### src/rtl/eth_pkg.sv
// Shared Ethernet ingress types: the 66-bit FIFO word {eop, sop, data}
// and the state encoding of the ingress arbiter.
package eth_pkg;

  typedef logic [65:0] eth_word_t;

  localparam int SOP_BIT = 64;
  localparam int EOP_BIT = 65;

  typedef enum logic [2:0] {
    IDLE    = 3'd0,
    GNT_A   = 3'd1,
    GNT_B   = 3'd2,
    DRAIN_A = 3'd3,
    DRAIN_B = 3'd4
  } arb_state_t;

endpackage

### src/rtl/eth_ingress_arb_if.sv
// Request/ready handshakes from the two receive FSMs plus the FIFO write side.
// The master side is upstream (requesters and FIFO status). The slave side is the arbiter.
interface eth_ingress_arb_if;
  import eth_pkg::*;

  logic      reqVldA;
  eth_word_t reqDataA;
  logic      reqRdyA;
  logic      reqVldB;
  eth_word_t reqDataB;
  logic      reqRdyB;
  logic      fifoAfull;
  logic      outWrEn;
  eth_word_t outData;

  modport master (
    output reqVldA, reqDataA, reqVldB, reqDataB, fifoAfull,
    input  reqRdyA, reqRdyB, outWrEn, outData
  );

  modport slave (
    input  reqVldA, reqDataA, reqVldB, reqDataB, fifoAfull,
    output reqRdyA, reqRdyB, outWrEn, outData
  );

endinterface

### src/rtl/eth_rr_pick2.sv
// Two-way round-robin pick: a lone requester always wins, and on contention
// the port that was not granted last wins.
module eth_rr_pick2 (
  input  logic [1:0] req,
  input  logic       last_gnt,
  output logic [1:0] gnt
);

  always_comb begin
    gnt = req;
    if (req == 2'b11) begin
      gnt = last_gnt ? 2'b01 : 2'b10;
    end
  end

endmodule

### src/rtl/eth_ingress_arb.sv
// Frame-atomic round-robin arbiter that feeds one ingress FIFO from two receive FSMs.
// It caps frame length at MAX_WORDS and keeps per-port counts of accepted frames and dropped words.
module eth_ingress_arb
  import eth_pkg::*;
#(
  parameter int MAX_WORDS = 32,
  parameter int CNT_W     = 16
) (
  input  logic             clk,
  input  logic             resetN,
  eth_ingress_arb_if.slave bus,
  output logic [CNT_W-1:0] frmCntA,
  output logic [CNT_W-1:0] frmCntB,
  output logic [CNT_W-1:0] dropCntA,
  output logic [CNT_W-1:0] dropCntB
);

  localparam int WC_W = $clog2(MAX_WORDS + 1);

  arb_state_t      state, state_nxt;
  logic            last_gnt, last_gnt_nxt;
  logic [WC_W-1:0] word_cnt, word_cnt_nxt;
  logic            wr_en_nxt, out_wr_en;
  eth_word_t       wr_data_nxt, out_data;
  logic [1:0]      frm_inc, drop_inc;
  logic [1:0]      vld, sop, eop, rdy, acc, cand, gnt;
  eth_word_t       data [2];
  logic            afull, own_b;

  assign data[0] = bus.reqDataA;
  assign data[1] = bus.reqDataB;
  assign vld     = {bus.reqVldB, bus.reqVldA};
  assign sop     = {bus.reqDataB[SOP_BIT], bus.reqDataA[SOP_BIT]};
  assign eop     = {bus.reqDataB[EOP_BIT], bus.reqDataA[EOP_BIT]};
  assign afull   = bus.fifoAfull;
  assign cand    = vld & sop;
  assign own_b   = (state == GNT_B) || (state == DRAIN_B);

  eth_rr_pick2 u_pick (
    .req      (cand),
    .last_gnt (last_gnt),
    .gnt      (gnt)
  );

  // Ready is combinational so the SOP is taken in the decision cycle; stray words in IDLE are swallowed
  always_comb begin
    rdy = '0;
    if (resetN) begin
      case (state)
        IDLE: begin
          for (int p = 0; p < 2; p++) begin
            rdy[p] = gnt[p] ? !afull : (vld[p] & !sop[p]);
          end
        end
        GNT_A:   rdy[0] = !afull;
        GNT_B:   rdy[1] = !afull;
        DRAIN_A: rdy[0] = 1'b1;
        DRAIN_B: rdy[1] = 1'b1;
        default: rdy = '0;
      endcase
    end
  end

  assign acc         = vld & rdy;
  assign bus.reqRdyA = rdy[0];
  assign bus.reqRdyB = rdy[1];

  always_comb begin
    state_nxt    = state;
    last_gnt_nxt = last_gnt;
    word_cnt_nxt = word_cnt;
    wr_en_nxt    = 1'b0;
    wr_data_nxt  = data[own_b];
    frm_inc      = '0;
    drop_inc     = '0;
    case (state)
      IDLE: begin
        for (int p = 0; p < 2; p++) begin
          if (acc[p]) begin
            if (sop[p]) begin
              wr_en_nxt   = 1'b1;
              wr_data_nxt = data[p];
              if (eop[p]) begin
                frm_inc[p]   = 1'b1;
                last_gnt_nxt = (p == 1);
              end else begin
                state_nxt    = (p == 1) ? GNT_B : GNT_A;
                word_cnt_nxt = WC_W'(1);
              end
            end else begin
              drop_inc[p] = 1'b1;
            end
          end
        end
      end
      GNT_A, GNT_B: begin
        if (acc[own_b]) begin
          wr_en_nxt    = 1'b1;
          word_cnt_nxt = word_cnt + WC_W'(1);
          if (eop[own_b]) begin
            state_nxt       = IDLE;
            last_gnt_nxt    = own_b;
            frm_inc[own_b]  = 1'b1;
            word_cnt_nxt    = '0;
          end else if (word_cnt == WC_W'(MAX_WORDS - 1)) begin
            // Terminate the overlength frame in the FIFO and discard its tail
            wr_data_nxt[EOP_BIT] = 1'b1;
            state_nxt            = own_b ? DRAIN_B : DRAIN_A;
          end
        end
      end
      DRAIN_A, DRAIN_B: begin
        if (acc[own_b]) begin
          drop_inc[own_b] = 1'b1;
          if (eop[own_b]) begin
            state_nxt    = IDLE;
            last_gnt_nxt = own_b;
            word_cnt_nxt = '0;
          end
        end
      end
      default: state_nxt = IDLE;
    endcase
  end

  always_ff @(posedge clk) begin
    if (!resetN) begin
      state     <= IDLE;
      last_gnt  <= 1'b1;
      word_cnt  <= '0;
      out_wr_en <= 1'b0;
      out_data  <= '0;
      frmCntA   <= '0;
      frmCntB   <= '0;
      dropCntA  <= '0;
      dropCntB  <= '0;
    end else begin
      state     <= state_nxt;
      last_gnt  <= last_gnt_nxt;
      word_cnt  <= word_cnt_nxt;
      out_wr_en <= wr_en_nxt;
      out_data  <= wr_en_nxt ? wr_data_nxt : out_data;
      frmCntA   <= frmCntA + CNT_W'(frm_inc[0]);
      frmCntB   <= frmCntB + CNT_W'(frm_inc[1]);
      dropCntA  <= dropCntA + CNT_W'(drop_inc[0]);
      dropCntB  <= dropCntB + CNT_W'(drop_inc[1]);
    end
  end

  assign bus.outWrEn = out_wr_en;
  assign bus.outData = out_data;

endmodule

### src/flat_wrapper.sv
// flat-port wrapper written by rule: the top's interface ports become plain ports
module eth_ingress_arb_flat import eth_pkg::*;
#(
  parameter int MAX_WORDS = 32,
  parameter int CNT_W     = 16
)
  (clk, resetN, frmCntA, frmCntB, dropCntA, dropCntB, bus_reqVldA, bus_reqDataA, bus_reqVldB, bus_reqDataB, bus_fifoAfull, bus_reqRdyA, bus_reqRdyB, bus_outWrEn, bus_outData);
  eth_ingress_arb_if bus_i ();
  input  logic clk;
  input  logic resetN;
  output logic [CNT_W-1:0] frmCntA;
  output logic [CNT_W-1:0] frmCntB;
  output logic [CNT_W-1:0] dropCntA;
  output logic [CNT_W-1:0] dropCntB;
  input wire logic [$bits(bus_i.reqVldA)-1:0] bus_reqVldA;
  input wire logic [$bits(bus_i.reqDataA)-1:0] bus_reqDataA;
  input wire logic [$bits(bus_i.reqVldB)-1:0] bus_reqVldB;
  input wire logic [$bits(bus_i.reqDataB)-1:0] bus_reqDataB;
  input wire logic [$bits(bus_i.fifoAfull)-1:0] bus_fifoAfull;
  output wire logic [$bits(bus_i.reqRdyA)-1:0] bus_reqRdyA;
  output wire logic [$bits(bus_i.reqRdyB)-1:0] bus_reqRdyB;
  output wire logic [$bits(bus_i.outWrEn)-1:0] bus_outWrEn;
  output wire logic [$bits(bus_i.outData)-1:0] bus_outData;
  assign bus_i.reqVldA = bus_reqVldA;
  assign bus_i.reqDataA = bus_reqDataA;
  assign bus_i.reqVldB = bus_reqVldB;
  assign bus_i.reqDataB = bus_reqDataB;
  assign bus_i.fifoAfull = bus_fifoAfull;
  assign bus_reqRdyA = bus_i.reqRdyA;
  assign bus_reqRdyB = bus_i.reqRdyB;
  assign bus_outWrEn = bus_i.outWrEn;
  assign bus_outData = bus_i.outData;
  eth_ingress_arb #(.MAX_WORDS(MAX_WORDS), .CNT_W(CNT_W)) u_core (.clk(clk), .resetN(resetN), .bus(bus_i), .frmCntA(frmCntA), .frmCntB(frmCntB), .dropCntA(dropCntA), .dropCntB(dropCntB));
endmodule
### config.mk
export PLATFORM = sky130hd
export DESIGN_NAME = eth_ingress_arb_flat
export DESIGN_NICKNAME = d
export VERILOG_FILES = /design/src/rtl/eth_pkg.sv /design/src/rtl/eth_ingress_arb_if.sv /design/src/rtl/eth_rr_pick2.sv /design/src/rtl/eth_ingress_arb.sv /design/src/flat_wrapper.sv
export SDC_FILE = /design/constraint.sdc
export NUM_CORES = 1
export LEC_CHECK = 0
export ABC_AREA = 1
export BUFFER_PORTS_ARGS = -buffer_cell sky130_fd_sc_hd__buf_2
export CORE_MARGIN = 8
export CORE_UTILIZATION = 56
export DETAILED_ROUTE_END_ITERATION = 10
export PLACE_DENSITY = 0.87
export SETUP_SLACK_MARGIN = 0.3
export SKIP_LAST_GASP = 1
export SYNTH_ARGS = -nofsm -noshare
export SYNTH_HDL_FRONTEND = slang
export SYNTH_SLANG_ARGS = --single-unit
### constraint.sdc
create_clock -name clk -period 6.45 [get_ports clk]
set_input_delay 1.29 -clock clk [delete_from_list [all_inputs] [get_ports clk]]
set_output_delay 1.29 -clock clk [all_outputs]
set_load 0.01 [all_outputs]
* Yosys cells after proc, flatten, opt, wreduce, memory -nomap -nowiden *
Index checks and enable logic that the tools add are counted.

word-level totals
  register bits = 141
  word-level logic and storage cells = 127

cells by class
  reductions and logical operators = 14
  eq/ne operators = 12
  add/sub/neg operators = 5
  muxes and demuxes = 79
  bitwise operators = 5
  order comparisons = 3

operators by type and width
  kind                 count
  $mux 66              7
  $mux 65              1
  $add 16x1->16        4
  $mux 6               10
  $mux 3               12
  $mux 1               33
  $pmux 6 s3           1
  $mux 2               6
  $ne 2x1->1 const B   5
  $pmux 3 s3           1
  $pmux 2 s2           2
  $reduce_and 4->1     2
  $add 6x1->6 const B  1
  $eq 3x2->1 const B   2
  $eq 6x5->1 const B   1
  $pmux 1 s2           3
  $pmux 1 s3           2
  $and 2x2->2          2
  $reduce_or 2->1      2
  $reduce_or 4->1      1
  $eq 3x1->1 const B   1
  $eq 3x3->1 const B   1
  $logic_not 1->1      3
  $logic_not 3->1      1
  13 further kinds     14

* Depth between registers and ports, before layout *
  word-level depth = 12
  mapped depth = 24
  depth with buffers taken out = 23

* Cells and area by module *
A second synthesis with hierarchy kept.

unflattened totals
  cell total of the unflattened synthesis = 1,173
  area total of the unflattened synthesis = 7,851.3 um^2

by module, submodules not included
  module           cells each  times used  area each (um^2)
  eth_ingress_arb  1,168       1           7,830.0
  eth_rr_pick2     5           1           21.3

* Worst setup path before layout *
Ideal clock, no wire load.

  kind = input -> register
  start = input port bus_fifoAfull
  end = register u_core.frmCntB[14]
  path slack = 2,679 ps
  data required time = 6,372 ps
  arrival time = 3,693 ps
  stages on the path = 21
  path through = inv_1 -> nand2_1 -> nand2_1 -> nand2_1 -> nand2_1 -> nand3_2 -> nand2_1 -> nand2_2 -> o32ai_1 -> ha_1 -> ha_1 -> nand2_1 -> inv_1 -> nand2_1 -> nor3_1 -> nand3_1 -> nor3_1 -> nand2_1 -> nor2_1 -> a21oi_1 -> nor3_1

between the ends
  word-level cells in the longest chain between the ends = 10

RTL lines
  item                                       line                                                                 RTL
  start: declaration                         flat_wrapper.sv:19                                                   input wire logic [$bits(bus_i.fifoAfull)-1:0] bus_fifoAfull;
  $logic_not 1->1 (*)                        eth_ingress_arb.sv:52, eth_ingress_arb.sv:55, eth_ingress_arb.sv:56
  $mux 1                                     eth_ingress_arb.sv:52                                                rdy[p] = gnt[p] ? !afull : (vld[p] & !sop[p]);
  $pmux 1 s3                                 eth_ingress_arb.sv:49                                                case (state)
  $mux 2 (*)                                 eth_ingress_arb.sv:48                                                if (resetN) begin
  $and 2x2->2 (*)                            eth_ingress_arb.sv:64                                                assign acc = vld & rdy;
  $mux 1 (not written as such) (2 in a row)  eth_ingress_arb.sv:97                                                if (acc[own_b]) begin
  $mux 2                                     eth_ingress_arb.sv:97
  $pmux 2 s2 (*)                             eth_ingress_arb.sv:76                                                case (state)
  $add 16x1->16 (*)                          eth_ingress_arb.sv:144                                               frmCntB <= frmCntB + CNT_W'(frm_inc[1]);
  end signal: assignment                     eth_ingress_arb.sv:144
  end: declaration                           eth_ingress_arb.sv:13                                                output logic [CNT_W-1:0] frmCntB,

Every way passes the cells marked *; elsewhere a longest branch is shown, timed or not. The select of a mux whose other input is x is not followed.
A chain may end at the register's enable or synchronous reset.

* Worst setup path in the final report *
  start = input port bus_reqVldB
  end = register u_core.frmCntB[14]

between the ends
  word-level cells in the longest chain between the ends = 12

RTL lines
  item                                       line                    RTL
  start: declaration                         flat_wrapper.sv:17      input wire logic [$bits(bus_i.reqVldB)-1:0] bus_reqVldB;
  $and 2x2->2                                eth_ingress_arb.sv:36   assign cand = vld & sop;
  $eq 2x2->1                                 eth_rr_pick2.sv:11      if (req == 2'b11) begin
  $mux 2                                     eth_rr_pick2.sv:11
  $mux 1                                     eth_ingress_arb.sv:52
  $pmux 1 s3                                 eth_ingress_arb.sv:49
  $mux 2                                     eth_ingress_arb.sv:48
  $and 2x2->2 (*)                            eth_ingress_arb.sv:64
  $mux 1 (not written as such) (2 in a row)  eth_ingress_arb.sv:97
  $mux 2                                     eth_ingress_arb.sv:97
  $pmux 2 s2 (*)                             eth_ingress_arb.sv:76
  $add 16x1->16 (*)                          eth_ingress_arb.sv:144

Marked as above.

==> metrics.txt <==
# TYPE chip_impl_metric gauge
chip_impl_info{name="regToRegEndpoint",value="u_core.frmCntB[14]$_SDFF_PN0_"} 1
chip_impl_metric{name="totalNegativeSetupSlack",unit="ps"} 0
chip_impl_info{name="dominantRegCellSynth",value="dfxtp_1"} 1
chip_impl_info{name="crit_path_cell_trace",value="buf_2 -> inv_1 -> nor2_1 -> nand2_1 -> nand2_1 -> nand2_2 -> inv_2 -> nand2_2 -> buf_4 -> nor2_4 -> nand2_1 -> o32ai_1 -> ha_1 -> ha_1 -> nand2_1 -> inv_1 -> nand2_1 -> nor3_1 -> nand3_1 -> nor3_1 -> nand2_1 -> nor4_1 -> nor3_1"} 1
chip_impl_metric{name="insertion_delay",unit="ps"} 430
chip_impl_metric{name="post_synth.cell_area_avg",unit="um^2"} 6.05
chip_impl_metric{name="core-area",unit="um^2"} 14400
chip_impl_metric{name="final_hold_viol_count",unit=""} 0
chip_impl_metric{name="grt_pass1_vias",unit=""} 8399
chip_impl_metric{name="slew_limit_headroom",unit=""} 0.225
chip_impl_metric{name="synth_sequential_area_ratio",unit=""} 0.344
chip_impl_metric{name="period_share",unit=""} 0.692
chip_impl_info{name="outcome",value="finished, final reports clean"} 1
chip_impl_metric{name="vdd_ir_drop_max",unit="mV"} 0.201
chip_impl_info{name="reg2reg_from",value="u_core.state[1]$_SDFFE_PN0P_"} 1
chip_impl_metric{name="async_reset_ff_frac",unit=""} 0
chip_impl_metric{name="cts-buffers-inserted",unit=""} 17
chip_impl_info{name="crit_path_end",value="u_core.frmCntB[14]$_SDFF_PN0_"} 1
chip_impl_info{name="rsz0062_at_grt",value="false"} 1
chip_impl_info{name="slowest_stage",value="nor4_1"} 1
chip_impl_metric{name="post_synth_inst_count",unit=""} 1355
chip_impl_info{name="path_class",value="in -> reg"} 1
chip_impl_metric{name="final_antenna_net_count",unit=""} 0
chip_impl_info{name="worst_path_dominant_cell_family",value="simple AND/OR/NAND/NOR gates"} 1
chip_impl_metric{name="number_of_distinct_standard_cells_referenced_by_the_synthesized_netlist",unit=""} 36
chip_impl_metric{name="period_needed",unit="ps"} 4470
chip_impl_info{name="synth_top_area_cell",value="dfxtp_1"} 1
chip_impl_metric{name="grt.overflow.total",unit=""} 0
chip_impl_metric{name="clock_sinks",unit=""} 141
chip_impl_info{name="crit_path_end_kind",value="flip-flop"} 1
chip_impl_info{name="critical_path.most_common_cell",value="nand2_1"} 1
chip_impl_metric{name="finClkSkew",unit="ps"} 9.93
chip_impl_info{name="cts_tree",value="yes"} 1
chip_impl_metric{name="ctsResizeCount",unit=""} 0
chip_impl_metric{name="ff_latch_area",unit="um^2"} 2820
chip_impl_metric{name="crit_path_max_fanout",unit=""} 66
chip_impl_metric{name="floorplan_die_area",unit="um^2"} 18800
chip_impl_info{name="worst_setup_path_startpoint",value="bus_reqVldB"} 1
chip_impl_metric{name="synth-edff-count",unit=""} 0
chip_impl_metric{name="worst-r2r-setup-slack",unit="ps"} 2360
chip_impl_metric{name="critical-path-max-stage-delay",unit="ps"} 330
chip_impl_metric{name="post_cts.repair.setup_buffers",unit=""} 0
chip_impl_metric{name="total_of_max_cap_violations",unit=""} 0
chip_impl_info{name="cts_root_buffer",value="clkbuf_16"} 1
chip_impl_metric{name="multi_input_area",unit="um^2"} 4520
chip_impl_metric{name="power-per-cell-area",unit="nW/um^2"} 354
chip_impl_metric{name="achievable-frequency",unit="MHz"} 224
chip_impl_metric{name="detailed_route_wire_length_per_cell",unit="um"} 13.5
chip_impl_metric{name="syn2layout_area_growth",unit="%"} 22.9
chip_impl_metric{name="via_count",unit=""} 9180
chip_impl_metric{name="yosysWarnings",unit=""} 0
chip_impl_metric{name="finalWirelength",unit="um"} 24000
chip_impl_info{name="critical_path.startpoint_type",value="input pin"} 1
chip_impl_metric{name="final_net_count",unit=""} 1725
chip_impl_metric{name="syn-cell-area",unit="um^2"} 8200
chip_impl_metric{name="crit_cells",unit=""} 23
chip_impl_metric{name="port_buffers",unit=""} 269
chip_impl_metric{name="cp.buffers_inverters",unit=""} 5
chip_impl_metric{name="cp_data_arrival_time",unit="ps"} 4720
chip_impl_metric{name="dp_hpwl",unit="um"} 17000
chip_impl_metric{name="tightest_hold_margin",unit="ps"} 488
chip_impl_metric{name="cts_max_path_buffers",unit=""} 2
chip_impl_metric{name="grtUsageTotal",unit=""} 0.249
chip_impl_metric{name="pre_cts_slack",unit="ps"} 1820
chip_impl_info{name="yosys-top-cells-area",value="dfxtp_1 34%, nand2_1 20%, o21ai_0 13%"} 1
chip_impl_metric{name="global_route_wire_length_before_repair",unit="um"} 38100
chip_impl_metric{name="io_pins",unit=""} 270
chip_impl_metric{name="r2r_cells",unit=""} 23
chip_impl_metric{name="viasPerCell",unit=""} 5.17
chip_impl_metric{name="drc_errors",unit=""} 0
chip_impl_metric{name="worst_slew_pin_slew",unit="ps"} 1160
chip_impl_metric{name="cts.reportedPaths.clkPinSlew",unit="ps"} 60
chip_impl_metric{name="p_leak",unit="nW"} 5.39
chip_impl_metric{name="grt_antenna_before_repair",unit=""} 1
chip_impl_metric{name="grt_start_max_net_pins",unit=""} 130
chip_impl_info{name="post_synth_most_frequent_cells",value="431 x nand2_1, 215 x o21ai_0, 191 x nor2_1"} 1
chip_impl_metric{name="setup_viol",unit=""} 0
chip_impl_metric{name="timing.critical_path.required",unit="ps"} 6700
chip_impl_metric{name="die_h",unit="um"} 137
chip_impl_metric{name="fp.dieW",unit="um"} 137
chip_impl_metric{name="place.detailed.instances",unit=""} 1744
chip_impl_metric{name="yosys_register_bits",unit=""} 141
chip_impl_metric{name="post_route_cells_drive_above_1_share",unit=""} 0.212
chip_impl_metric{name="post-synth-top-area-fraction",unit=""} 0.344
chip_impl_metric{name="initial_core_utilization",unit=""} 0.569
chip_impl_metric{name="std_cell_rows",unit=""} 44
chip_impl_info{name="timing.hold.worst.class",value="reg -> reg"} 1
chip_impl_metric{name="fin_cells",unit=""} 1777
chip_impl_info{name="post-synth-top-count-cell",value="nand2_1"} 1
chip_impl_metric{name="htree_levels",unit=""} 4
chip_impl_metric{name="post_cts_hold_buffer_count",unit=""} 0
chip_impl_metric{name="detailedRoute.firstIterationViolations",unit=""} 670
chip_impl_metric{name="gpl.final_weighted_congestion",unit=""} 0.889
chip_impl_metric{name="firstDrtPassIters",unit=""} 5
chip_impl_metric{name="final.fill_count",unit=""} 1262
chip_impl_metric{name="fin_worst_setup_slack",unit="ps"} 1980
chip_impl_metric{name="finalMaxSlewViolations",unit=""} 0
chip_impl_metric{name="mappedNetlistNets",unit=""} 1501
==> where the power goes <==
group          leakage, nW  total (mW)  internal, mW  switching [mW]
registers             1.14        1.02         0.960          0.0612
logic                 3.96        1.54         0.507            1.04
clock network        0.282        1.00         0.612           0.389
==> cell usage in the layout (no fill, tap or decap), types with 7 or more instances in the layout <==
cell type and instances:
buf_2 269, nand2_1 431, inv_1 129, clkbuf_16 17, o21ai_0 215, a21oi_1 35, buf_4 7, nor3_1 23
nand3_1 33, dfxtp_1 141, nor4_1 7, nor2_1 191, nor2_2 12, ha_1 9
==> cell type report <==
cell class / count / share of cell area
Inverter: 135 / 0.0505
Antenna cell: 1 / 0.000248
Clock buffer: 20 / 0.0433
Timing Repair Buffer: 276 / 0.139
Tap cell: 184 / 0.0228
Clock inverter: 12 / 0.0160
Multi-Input combinational cell: 1008 / 0.448
Sequential cell: 141 / 0.280
==> worst reg2reg max path, stage by stage (launching register included) <==
cell	delay, ps
dfxtp_1	360
inv_2	120
nand3_2	170
nand2_4	160
nand2_1	60
nand2_1	100
nand2_2	90
inv_2	70
nand2_2	40
buf_4	320
nor2_4	220
nand2_1	90
o32ai_1	140
ha_1	220
ha_1	160
nand2_1	60
inv_1	70
nand2_1	90
nor3_1	290
nand3_1	190
nor3_1	320
nand2_1	180
nor4_1	330
nor3_1	100
==> cell families (layout without fill, tap and decap cells) <==
family,Yosys count,after routing,synth area share
simple gates,723,723,0.358
compound gates,266,266,0.168
buf+inv,206,443,0.106
flops,141,141,0.344
xor+xnor,10,10,0.0107
fa+ha+maj,9,9,0.0137
other cells,0,1,0
==> flip-flops by register name (all words and copies together), names as in the netlist <==
register,cells
u_core.frmCntB,16
u_core.word_cnt,6
u_core.dropCntB,16
u_core.bus.outWrEn,1
u_core.state,3
u_core.last_gnt,1
u_core.dropCntA,16
u_core.frmCntA,16
u_core.bus.outData,66
==> worst min-delay path by stage <==
stage | start | to | slack (ps) | cells after the start
after CTS | u_core.word_cnt[4]$_SDFFE_PN0P_ | u_core.word_cnt[4]$_SDFFE_PN0P_ | 480 | 2
after global routing | u_core.word_cnt[5]$_SDFFE_PN0P_ | u_core.word_cnt[5]$_SDFFE_PN0P_ | 520 | 2
after global placement | u_core.word_cnt[4]$_SDFFE_PN0P_ | u_core.word_cnt[4]$_SDFFE_PN0P_ | 470 | 2
final | u_core.word_cnt[1]$_SDFFE_PN0P_ | u_core.word_cnt[1]$_SDFFE_PN0P_ | 490 | 2
after floorplan | u_core.word_cnt[4]$_SDFFE_PN0P_ | u_core.word_cnt[4]$_SDFFE_PN0P_ | 450 | 2
after detailed placement | u_core.word_cnt[4]$_SDFFE_PN0P_ | u_core.word_cnt[4]$_SDFFE_PN0P_ | 480 | 2
==> routing by layer <==
metal	track usage	vias up	wire length, um
met3	0.0646	45	1910
met1	0.286	4065	9860
li1	-	4728	-
met4	0.115	0	660
met5	0	-	0
met2	0.423	342	11600
==> per-stage QoR <==
stage	total power [mW]	instance area, um^2	util
2_1_floorplan	2.25	8200	-
3_3_place_gp	2.53	9480	0.657
3_5_place_dp	2.57	9480	0.657
4_1_cts	3.58	10100	0.699
5_1_grt	3.85	10100	0.699
6_report	3.56	10100	0.699
(Power assumes the default switching activity.)
